File: src/rtl/cu_seq.sv
// rtl/cu_seq.sv - fetch/decode/execute control sequencer for an 8-bit accumulator core.
// Opcode in ir[7:5]; ir[4:0] is the operand address or the long sub-op.
module cu_seq (
    input  logic       clk,
    input  logic       rst_n,
    input  logic       start,
    output logic [7:0] imem_ad,
    input  logic [7:0] imem_out,
    input  logic       acc_neg,
    input  logic       dp_ack,
    output logic [4:0] mem_ad,
    output logic       op_lda,
    output logic       op_add,
    output logic       op_sta,
    output logic       op_cla,
    output logic       op_csl,
    output logic       op_shr,
    output logic       busy,
    output logic       halted,
    output logic       err
);

    localparam logic [2:0] CU_LONG = 3'b000;
    localparam logic [2:0] CU_LDA  = 3'b001;
    localparam logic [2:0] CU_ADD  = 3'b010;
    localparam logic [2:0] CU_STA  = 3'b011;
    localparam logic [2:0] CU_JMP  = 3'b100;
    localparam logic [2:0] CU_BAN  = 3'b101;

    localparam logic [4:0] CU_STOP = 5'h00;
    localparam logic [4:0] CU_CLA  = 5'h01;
    localparam logic [4:0] CU_CSL  = 5'h02;
    localparam logic [4:0] CU_SHR  = 5'h03;

    typedef enum logic [2:0] {
        S_IDLE   = 3'd0,
        S_FETCH  = 3'd1,
        S_DECODE = 3'd2,
        S_EXEC   = 3'd3,
        S_WAIT   = 3'd4,
        S_HALT   = 3'd5
    } state_t;

    state_t     r_state;
    logic [7:0] r_pc;
    logic [7:0] r_ir;
    logic       r_err;

    state_t     w_state_nxt;
    logic [7:0] w_pc_nxt;
    logic [7:0] w_ir_nxt;
    logic       w_err_nxt;
    logic       w_lda;
    logic       w_add;
    logic       w_sta;
    logic       w_cla;
    logic       w_csl;
    logic       w_shr;
    logic [2:0] w_opc;
    logic [4:0] w_arg;

    assign w_opc = r_ir[7:5];
    assign w_arg = r_ir[4:0];

    always_ff @(posedge clk or negedge rst_n) begin
        if (!rst_n) begin
            r_state <= S_IDLE;
            r_pc    <= 8'h00;
            r_ir    <= 8'h00;
            r_err   <= 1'b0;
        end else begin
            r_state <= w_state_nxt;
            r_pc    <= w_pc_nxt;
            r_ir    <= w_ir_nxt;
            r_err   <= w_err_nxt;
        end
    end

    // Strobes decode from state and ir only, so imem_out never reaches an output.
    always_comb begin
        w_state_nxt = r_state;
        w_pc_nxt    = r_pc;
        w_ir_nxt    = r_ir;
        w_err_nxt   = r_err;
        w_lda       = 1'b0;
        w_add       = 1'b0;
        w_sta       = 1'b0;
        w_cla       = 1'b0;
        w_csl       = 1'b0;
        w_shr       = 1'b0;
        case (r_state)
            S_IDLE: begin
                if (start) begin
                    w_state_nxt = S_FETCH;
                end
            end
            S_FETCH: begin
                w_ir_nxt    = imem_out;
                w_pc_nxt    = r_pc + 8'd1;
                w_state_nxt = S_DECODE;
            end
            S_DECODE: begin
                w_state_nxt = S_EXEC;
            end
            S_EXEC: begin
                case (w_opc)
                    CU_LDA: begin
                        w_lda       = 1'b1;
                        w_state_nxt = S_WAIT;
                    end
                    CU_ADD: begin
                        w_add       = 1'b1;
                        w_state_nxt = S_WAIT;
                    end
                    CU_STA: begin
                        w_sta       = 1'b1;
                        w_state_nxt = S_WAIT;
                    end
                    CU_JMP: begin
                        w_pc_nxt    = {3'b000, w_arg};
                        w_state_nxt = S_FETCH;
                    end
                    CU_BAN: begin
                        if (acc_neg) begin
                            w_pc_nxt = {3'b000, w_arg};
                        end
                        w_state_nxt = S_FETCH;
                    end
                    CU_LONG: begin
                        case (w_arg)
                            CU_CLA: begin
                                w_cla       = 1'b1;
                                w_state_nxt = S_FETCH;
                            end
                            CU_CSL: begin
                                w_csl       = 1'b1;
                                w_state_nxt = S_FETCH;
                            end
                            CU_SHR: begin
                                w_shr       = 1'b1;
                                w_state_nxt = S_FETCH;
                            end
                            CU_STOP: begin
                                w_state_nxt = S_HALT;
                            end
                            default: begin
                                w_err_nxt   = 1'b1;
                                w_state_nxt = S_HALT;
                            end
                        endcase
                    end
                    default: begin
                        w_err_nxt   = 1'b1;
                        w_state_nxt = S_HALT;
                    end
                endcase
            end
            // Only an ack seen here counts; one already high during EXEC is ignored.
            S_WAIT: begin
                if (dp_ack) begin
                    w_state_nxt = S_FETCH;
                end
            end
            S_HALT: begin
                w_state_nxt = S_HALT;
            end
            default: begin
                w_state_nxt = S_IDLE;
            end
        endcase
    end

    assign imem_ad = r_pc;
    assign mem_ad  = w_arg;
    assign op_lda  = w_lda;
    assign op_add  = w_add;
    assign op_sta  = w_sta;
    assign op_cla  = w_cla;
    assign op_csl  = w_csl;
    assign op_shr  = w_shr;
    assign busy    = (r_state != S_IDLE) && (r_state != S_HALT);
    assign halted  = (r_state == S_HALT);
    assign err     = r_err;

endmodule

File: config.mk
export PLATFORM = sky130hd
export DESIGN_NAME = cu_seq
export DESIGN_NICKNAME = d
export VERILOG_FILES = /design/src/rtl/cu_seq.sv
export SDC_FILE = /design/constraint.sdc
export NUM_CORES = 1
export LEC_CHECK = 0
export ABC_CLOCK_PERIOD_IN_PS = 3300
export BUFFER_PORTS_ARGS = -buffer_cell sky130_fd_sc_hd__buf_2
export CORE_MARGIN = 1
export CORE_UTILIZATION = 40
export DETAILED_ROUTE_END_ITERATION = 12
export SYNTH_ARGS = -nofsm -noshare
export SYNTH_HDL_FRONTEND = slang
export SYNTH_SLANG_ARGS = --single-unit
File: constraint.sdc
create_clock -name clk -period 3.3 [get_ports clk]
set_input_delay 0.66 -clock clk [delete_from_list [all_inputs] [get_ports clk]]
set_output_delay 0.66 -clock clk [all_outputs]
set_load 0.05 [all_outputs]
==> Yosys cells after proc, flatten, opt, wreduce, memory -nomap -nowiden <==
Index checks and enable logic that the tools add are counted.
{ "word_totals": {"regBits": 20, "word_cells": 64} }
{ "op_classes": {"add_sub_neg": 1, "n_eq_ne": 19, "mux": 25, "bitwise": 1, "n_reduce_logical": 14} }
{ "op_table": {"columns": ["cell", "n"], "rows": [
  ["$pmux W8 S2", 2],
  ["$pmux W3 S6", 1],
  ["$mux W1", 16],
  ["$eq A3 B2 Y1 const B", 4],
  ["$eq A3 B3 Y1 const B", 4],
  ["$eq A5 B2 Y1 const B", 2],
  ["$mux W3", 3],
  ["$pmux W3 S3", 1],
  ["$add A8 B1 Y8 const B", 1],
  ["$mux W8", 1],
  ["$eq A3 B1 Y1 const B", 2],
  ["$logic_not A3 Y1", 2],
  ["$ne A2 B2 Y1 const B", 3],
  ["$ne A3 B3 Y1 const B", 2],
  ["$reduce_and A3 Y1", 2],
  ["$reduce_or A3 Y1", 2],
  ["$eq A5 B1 Y1 const B", 1],
  ["$logic_not A5 Y1", 1],
  ["$reduce_or A5 Y1", 1],
  ["$reduce_or A4 Y1", 1],
  ["$ne A3 B1 Y1 const B", 1],
  ["$reduce_bool A3 Y1", 1],
  ["$pmux W1 S2", 1],
  ["$reduce_and A2 Y1", 1],
  ["other kinds (4)", 4]
]} }

==> Logic depth before layout (Yosys ltp) <==
Gate-level depths: netlist (run 1).
{ "logic_depth": {"word_depth": 5, "mapped_depth": 6, "ltp_nobuf": 5} }

==> Worst setup path after synthesis (run 1) <==
No wires, ideal clock.
{ "synth_timing": {"path_kind": "register to output", "from": "register r_state[2]", "to": "output op_add", "arrival_time_ns": 2.487, "slack_ns": 0.153, "path_stages_with_launch": 4, "cell_sequence": "dfrtp_1 nand3b_1 buf_2 nor4b_1"} }
{ "synth_between": {"elab_chain_len": 2} }
{ "synth_rtl": {"columns": ["element", "line", "text"], "rows": [
  ["from (decl)", "44", "state_t r_state;"],
  ["from (signal assigned)", "72", "r_state <= w_state_nxt;"],
  ["$eq A3 B2 Y1", "91", "case (r_state)"],
  ["$mux W1", "91", null],
  ["to (decl)", "13", "output logic op_add,"]
]} }
No other way between the ends.

==> Final worst setup path (run 1) <==
{ "layout_timing": {"from": "register r_state[1]", "to": "output op_csl"} }
{ "layout_between": {"elab_chain_len": 2} }
{ "layout_rtl": {"columns": ["element", "line", "text"], "rows": [
  ["$eq A3 B2 Y1", "91", null],
  ["$mux W1", "91", null],
  ["to (decl)", "16", "output logic op_csl,"]
]} }
No other way between the ends.

==> impl_results.md, run 1 <==
* Core area at about 2800 µm²
* Layout cell share with drive strength beyond 1 at 39.5%
* Maximum buffer depth of the clock tree at 2
* Failing checks: DRC
* Die Width at around 57 µm
* Worst path arrival time at 2.19 ns
* Number of remaining DRC errors at 4
* Crit end category: output pin
* Cell Chain, Critical Path: nand3b_1 > nor2_1 > nand2_1 > nor3_1 > buf_2
* Row cnt at 19
* Slew Viols, Final at 0
* F_max at 0.351 GHz
* Vias per cell at 5.63
* Latest clock arrival within the worst-skew pair at around 0.3 ns
* RSZ-0062 raised after global routing: false
* Tmin final at between 2 and 3 ns
* Commonest non-fill, non-tap cells in the layout: buf_2, dfrtp_1, nor2_1
* DRT Pass-1 Iters at 8
* 1st-iter DRT viols at 38
* Number of global-route vias before repair at 958
* Number of max-cap violations at 0
* Mapped cell area at 1200 µm²
* Largest net degree at the start of global routing at 21
* CP max FO at 13
* TritonCTS buffer count at 3
* DP Wirelength at a little under 2 mm
* Clock Sink Count at 20
* CTS Hold Bufs at 0
* H-Tree Depth at 1
* Die ar. at 3220 µm²
* EDFF count, synth at 0
* CP required at about 2.6 ns
* Final setup TNS at 0 ns
* Final antenna-violating net count at 0
* Synth Flop Type: dfrtp_1
* CTS tree: done
* Synthesized instance count at 118
* Slew margin rel. at 55.5%
* Wire length of the first global-routing pass at between 4 and 5 mm
* Synth-to-layout area growth at 15.6%
* Hold crit path type: input port to async pin
* WS Path Type: flip-flop to output pin
* Die Span Y at 56.8 µm
* I/O Pins at 35
* Worst reg2reg setup slack at 1.65 ns
* Period utilization at about 86%
* Synth Register Bits at 20
* Remaining Overflow, GRT at 0
* Synth async-reset ratio at 100%
* Initial antenna violation count at 0
* Worst-margin pin slew at 0.659 ns
* Setup crit start kind: flip-flop
* # diodes at 0
* Commonest non-fill, non-tap cell in the layout: buf_2
* Setup-failing EPs final at 0
* Syn_nets at 132
* Count of different cell masters after synthesis at between 40 and 50
* Fin nets at roughly 160
* CTS root buf: clkbuf_4
* DR vias at 1003
* Fin. Hold Viols at 0
* Outcome: finished, violations left
* Syn Area/Cell at 10.2 µm²
* Routed WL at roughly 2.6 mm
* Post-CTS Setup Inserts at 0
* CTS resizes at 0
* Initial Util at 42.8%
* Buffers on Ports at 34
* GR Util All Layers at 17.5%
* Yosys Warn Count at 0
* CP max stage delay at 0.57 ns
* Critical-path top delay cell: dfrtp_1
* Clk_skew at around 0.0077 ns
* Register area share after synthesis at 41.7%
* GPL Wtd Cong at 0.747
* Drt wl/cell at between 10 and 15 µm
* Fillers at 278
* Clock slew at reported path FFs at about 0.13 ns
-- path summary, 6_finish.rpt --
kind	startpoint	endpoint	cells past startpoint
worst max-delay path	r_state[1]	op_csl	5
worst min-delay path	rst_n	r_state[1]	1
worst max register to register	r_state[1]	imem_ad[6]	5
worst min register to register	err	err	2
max in group asynchronous	rst_n	r_ir[0]	1
min in group clk	err	err	2
-- stage by stage --
step	hold WS (ns)	instances	util, %	cell area [µm²]	worst slack, ns
3_5_place_dp	0.474	174	47.6	1340	0.782
6_report	0.281	178	49.5	1390	0.454
2_1_floorplan	0.364	118	-	1200	0.153
3_3_place_gp	0.468	174	47.6	1340	0.906
4_1_cts	0.300	178	49.5	1390	0.405
5_1_grt	0.311	178	49.5	1390	0.150
-- Yosys cell counts (all sizes together) (3+ instances only) --
cell type,count,share of area (%)
and2b,5,3.7
buf,10,6.8
a21boi,4,2.8
a21oi,4,1.7
o21ai,7,2.9
inv,4,1.3
nand3,6,3.5
dfrtp,20,42
or3,3,1.8
mux2,7,6.6
nor2,12,3.8
nand2,7,2.2
-- cell families (layout without fill, tap and decap cells) --
group / count (synthesis) / after routing / synth area share [%]
xor+xnor: 1 / 1 / 0.730
fa+ha+maj: 1 / 1 / 1.04
compound gates: 26 / 26 / 16.2
mux: 9 / 9 / 8.24
simple gates: 47 / 47 / 24.1
flops: 20 / 20 / 41.7
buf+inv: 14 / 43 / 8.03
-- critical path: cells and delay by family, from the launching register on --
| kind | cells | cell delay [ns] |
|---|---|---|
| AND/OR/NAND/NOR | 4 | 1.03 |
| flip-flops | 1 | 0.57 |
| buffers and inverters | 1 | 0.29 |
-- per-layer routing --
layer,track usage [%],share of wire [%]
met5,0,0
met4,6.27,0.62
met2,31.0,53
met3,2.30,4.7
met1,21.8,42
-- flip-flops by register name, indices dropped and copies added (netlist names) --
name and cells:
err 1, r_ir 8, r_state 3, imem_ad 8
-- cell type report --
cell class,count,area (µm²),share of cell area (%)
multi-input cells,84,603,43.5
flip-flops and latches,20,500,36.1
repair buffers,35,178,12.8
well taps,31,38.8,2.80
clock inverters,1,30.0,2.16
clock buffers,3,22.5,1.62
inverters,4,15.0,1.08
Power of run 1 is not shown: default switching activity piles up to over one toggle a cycle in this logic, so the estimate is an artifact.
==> inputs of run 2 (changes only) <==
- REMOVE_ABC_BUFFERS: unset -> 1
==> run 2 against run 1 <==
Critical path type unchanged. Non-clock buffer count unchanged. Die area stayed put. Via count decreased by 3.1%. Critical path depth unchanged. Critical endpoint is now op_cla. Global-route usage is 1.1 points lower. Largest cell class unchanged. Cell count shrank 0.56%. The run still ends with DRC left. Highest routed layer unchanged.
==> impl_results.md, run 2 (synthesis results as in run 1) <==
* Crit path top cell by count: nor2_1
* Number of max-cap violations at 0 (unchanged)
* Fin nets at 162 (unchanged)
* CTS Hold Bufs at 0 (unchanged)
* Slew margin rel. at 52.9% (-2.6 points)
* DR vias at 972 (-3.1%)
* Drt wl/cell at 13.8 µm (-4.7%)
* Die Width at 56.8 µm (unchanged)
* CP delay by family, top: simple AND/OR/NAND/NOR gates
* Clock Sink Count at 20 (unchanged)
* CP max FO at 8 (-5)
* Largest net degree at the start of global routing at 21 (unchanged)
* Vias per cell at 5.49 (-2.5%)
* Post-CTS Setup Inserts at 0 (unchanged)
* 1st-iter DRT viols at 23 (-39%)
* Worst setup path end: op_cla
* WS Path Type: flip-flop to output pin
* Wire length of the first global-routing pass at 4.17 mm (-4.6%)
* Hold crit path type: input port to async pin
* Latest clock arrival within the worst-skew pair at 0.29 ns (about the same)
* Number of remaining DRC errors at 2 (-2)
* Layout cell share with drive strength beyond 1 at 39.0% (-0.41 points)
* Dpl ws at 0.783 ns (+0.000411 ns)
* Initial antenna violation count at 0 (unchanged)
* Initial Util at 42.8% (unchanged)
* Commonest non-fill, non-tap cells in the layout: buf_2, dfrtp_1, nor2_1
* Period utilization at 85.4% (-0.84 points)
* Commonest non-fill, non-tap cell in the layout: buf_2
* CP max stage delay at 0.60 ns (+0.03 ns)
* GR Util All Layers at 16.4% (-1.1 points)
* DRT Pass-1 Iters at 8 (unchanged)
* Fillers at 279 (+0.36%)
* Routed WL at 2.44 mm (-5.2%)
* Clk_skew at 0.00112 ns (-0.00661 ns)
* Remaining Overflow, GRT at 0 (unchanged)
* Die ar. at 3220 µm² (unchanged)
* Final antenna-violating net count at 0 (unchanged)
* Tmin final at 2.82 ns (-0.0278 ns)
* R2R cell count at 4 (-1)
* CTS root buf: clkbuf_4
* CTS resizes at 0 (unchanged)
* Clock slew at reported path FFs at 0.11 ns (-0.02 ns)
* Fin. Hold Viols at 0 (unchanged)
* Worst-margin pin slew at 0.697 ns (+0.0385 ns)
* Origin of the worst setup path: r_ir[6]
* GPL Wtd Cong at 0.834 (+12%)
* Setup-failing EPs final at 0 (unchanged)
* Setup crit start kind: flip-flop
* DP Wirelength at 1.83 mm (-5.6%)
* CTS tree: done
* Cell Chain, Critical Path: nor2_1 > nor4b_1 > nand3_1 > nor2_1 > buf_2
* Critical-path top delay cell: nor4b_1
* Final setup TNS at 0 ns (unchanged)
* Row cnt at 19 (unchanged)
* Critical path buffers and inverters at 1 (unchanged)
* R2R Path End: r_state[2]
* Worst reg2reg setup slack at 1.59 ns (-0.06 ns)
* I/O Pins at 35 (unchanged)
* Outcome: finished, violations left
* H-Tree Depth at 1 (unchanged)
* Number of global-route vias before repair at 898 (-6.3%)
* Synth-to-layout area growth at 13.1%
* Core area at 2810 µm² (unchanged)
* Worst path arrival time at 2.16 ns (-0.03 ns)
* RSZ-0062 raised after global routing: false
* WP depth at 5 (unchanged)
* Die Span Y at 56.8 µm (unchanged)
* Crit end category: output pin
* CP required at 2.64 ns (about the same)
* F_max at 0.355 GHz (+0.99%)
* Buffers on Ports at 34 (unchanged)
* R2R Path Start: r_ir[6]
* Failing checks: DRC
* Maximum buffer depth of the clock tree at 2 (unchanged)
* TritonCTS buffer count at 3 (unchanged)
* # diodes at 0 (unchanged)
* Post-route setup slack at 0.482 ns (+0.0278 ns)
* Slew Viols, Final at 0 (unchanged)
[run 2: cell types whose count changed in the layout (fill, tap and decap cells not counted), sizes merged]
cell / previous run / this run
bufinv: 1 / 0
[run 2: worst min path at each step]
stage | start | end
finish | rst_n | imem_ad[5]
detailed placement | err | err
global route | rst_n | imem_ad[6]
floorplan | rst_n | err
global placement | err | err
CTS | rst_n | imem_ad[6]
[run 2: area by class of cell]
| class | instances | area [µm²] | area share (%) |
|---|---|---|---|
| Clock buffer | 3 | 22.5 | 1.66 |
| Inverter | 4 | 15.0 | 1.11 |
| Multi-Input combinational cell | 84 | 603 | 44.4 |
| Sequential cell | 20 | 500 | 36.9 |
| Tap cell | 31 | 38.8 | 2.86 |
| Timing Repair Buffer | 35 | 178 | 13.1 |
[run 2: worst register-to-register path, stage by stage (launching register included)]
cell and delay (ns):
dfrtp_1 0.48, nor2_1 0.20, nor4b_1 0.60, o21a_1 0.23, o32ai_1 0.08
[run 2: metrics by stage]
stage | hold WS [ns] | std cells | cell area [µm²] | util [%]
floorplan | 0.364 | 108 | 1120 | -
global placement | 0.470 | 174 | 1340 | 47.6
detailed placement | 0.478 | 174 | 1340 | 47.6
CTS | 0.315 | 177 | 1360 | 48.4
global route | 0.324 | 177 | 1360 | 48.4
finish | 0.298 | 177 | 1360 | 48.4
[run 2: layer usage]
metal,global-route usage (%),routed length (µm),part of all wire (%)
met3,2.76,126,5.2
met2,26.0,1140,47
met4,5.92,29,1.2
met1,22.6,1140,47
met5,0,0,0
Power of run 2 is left out for the same reason.
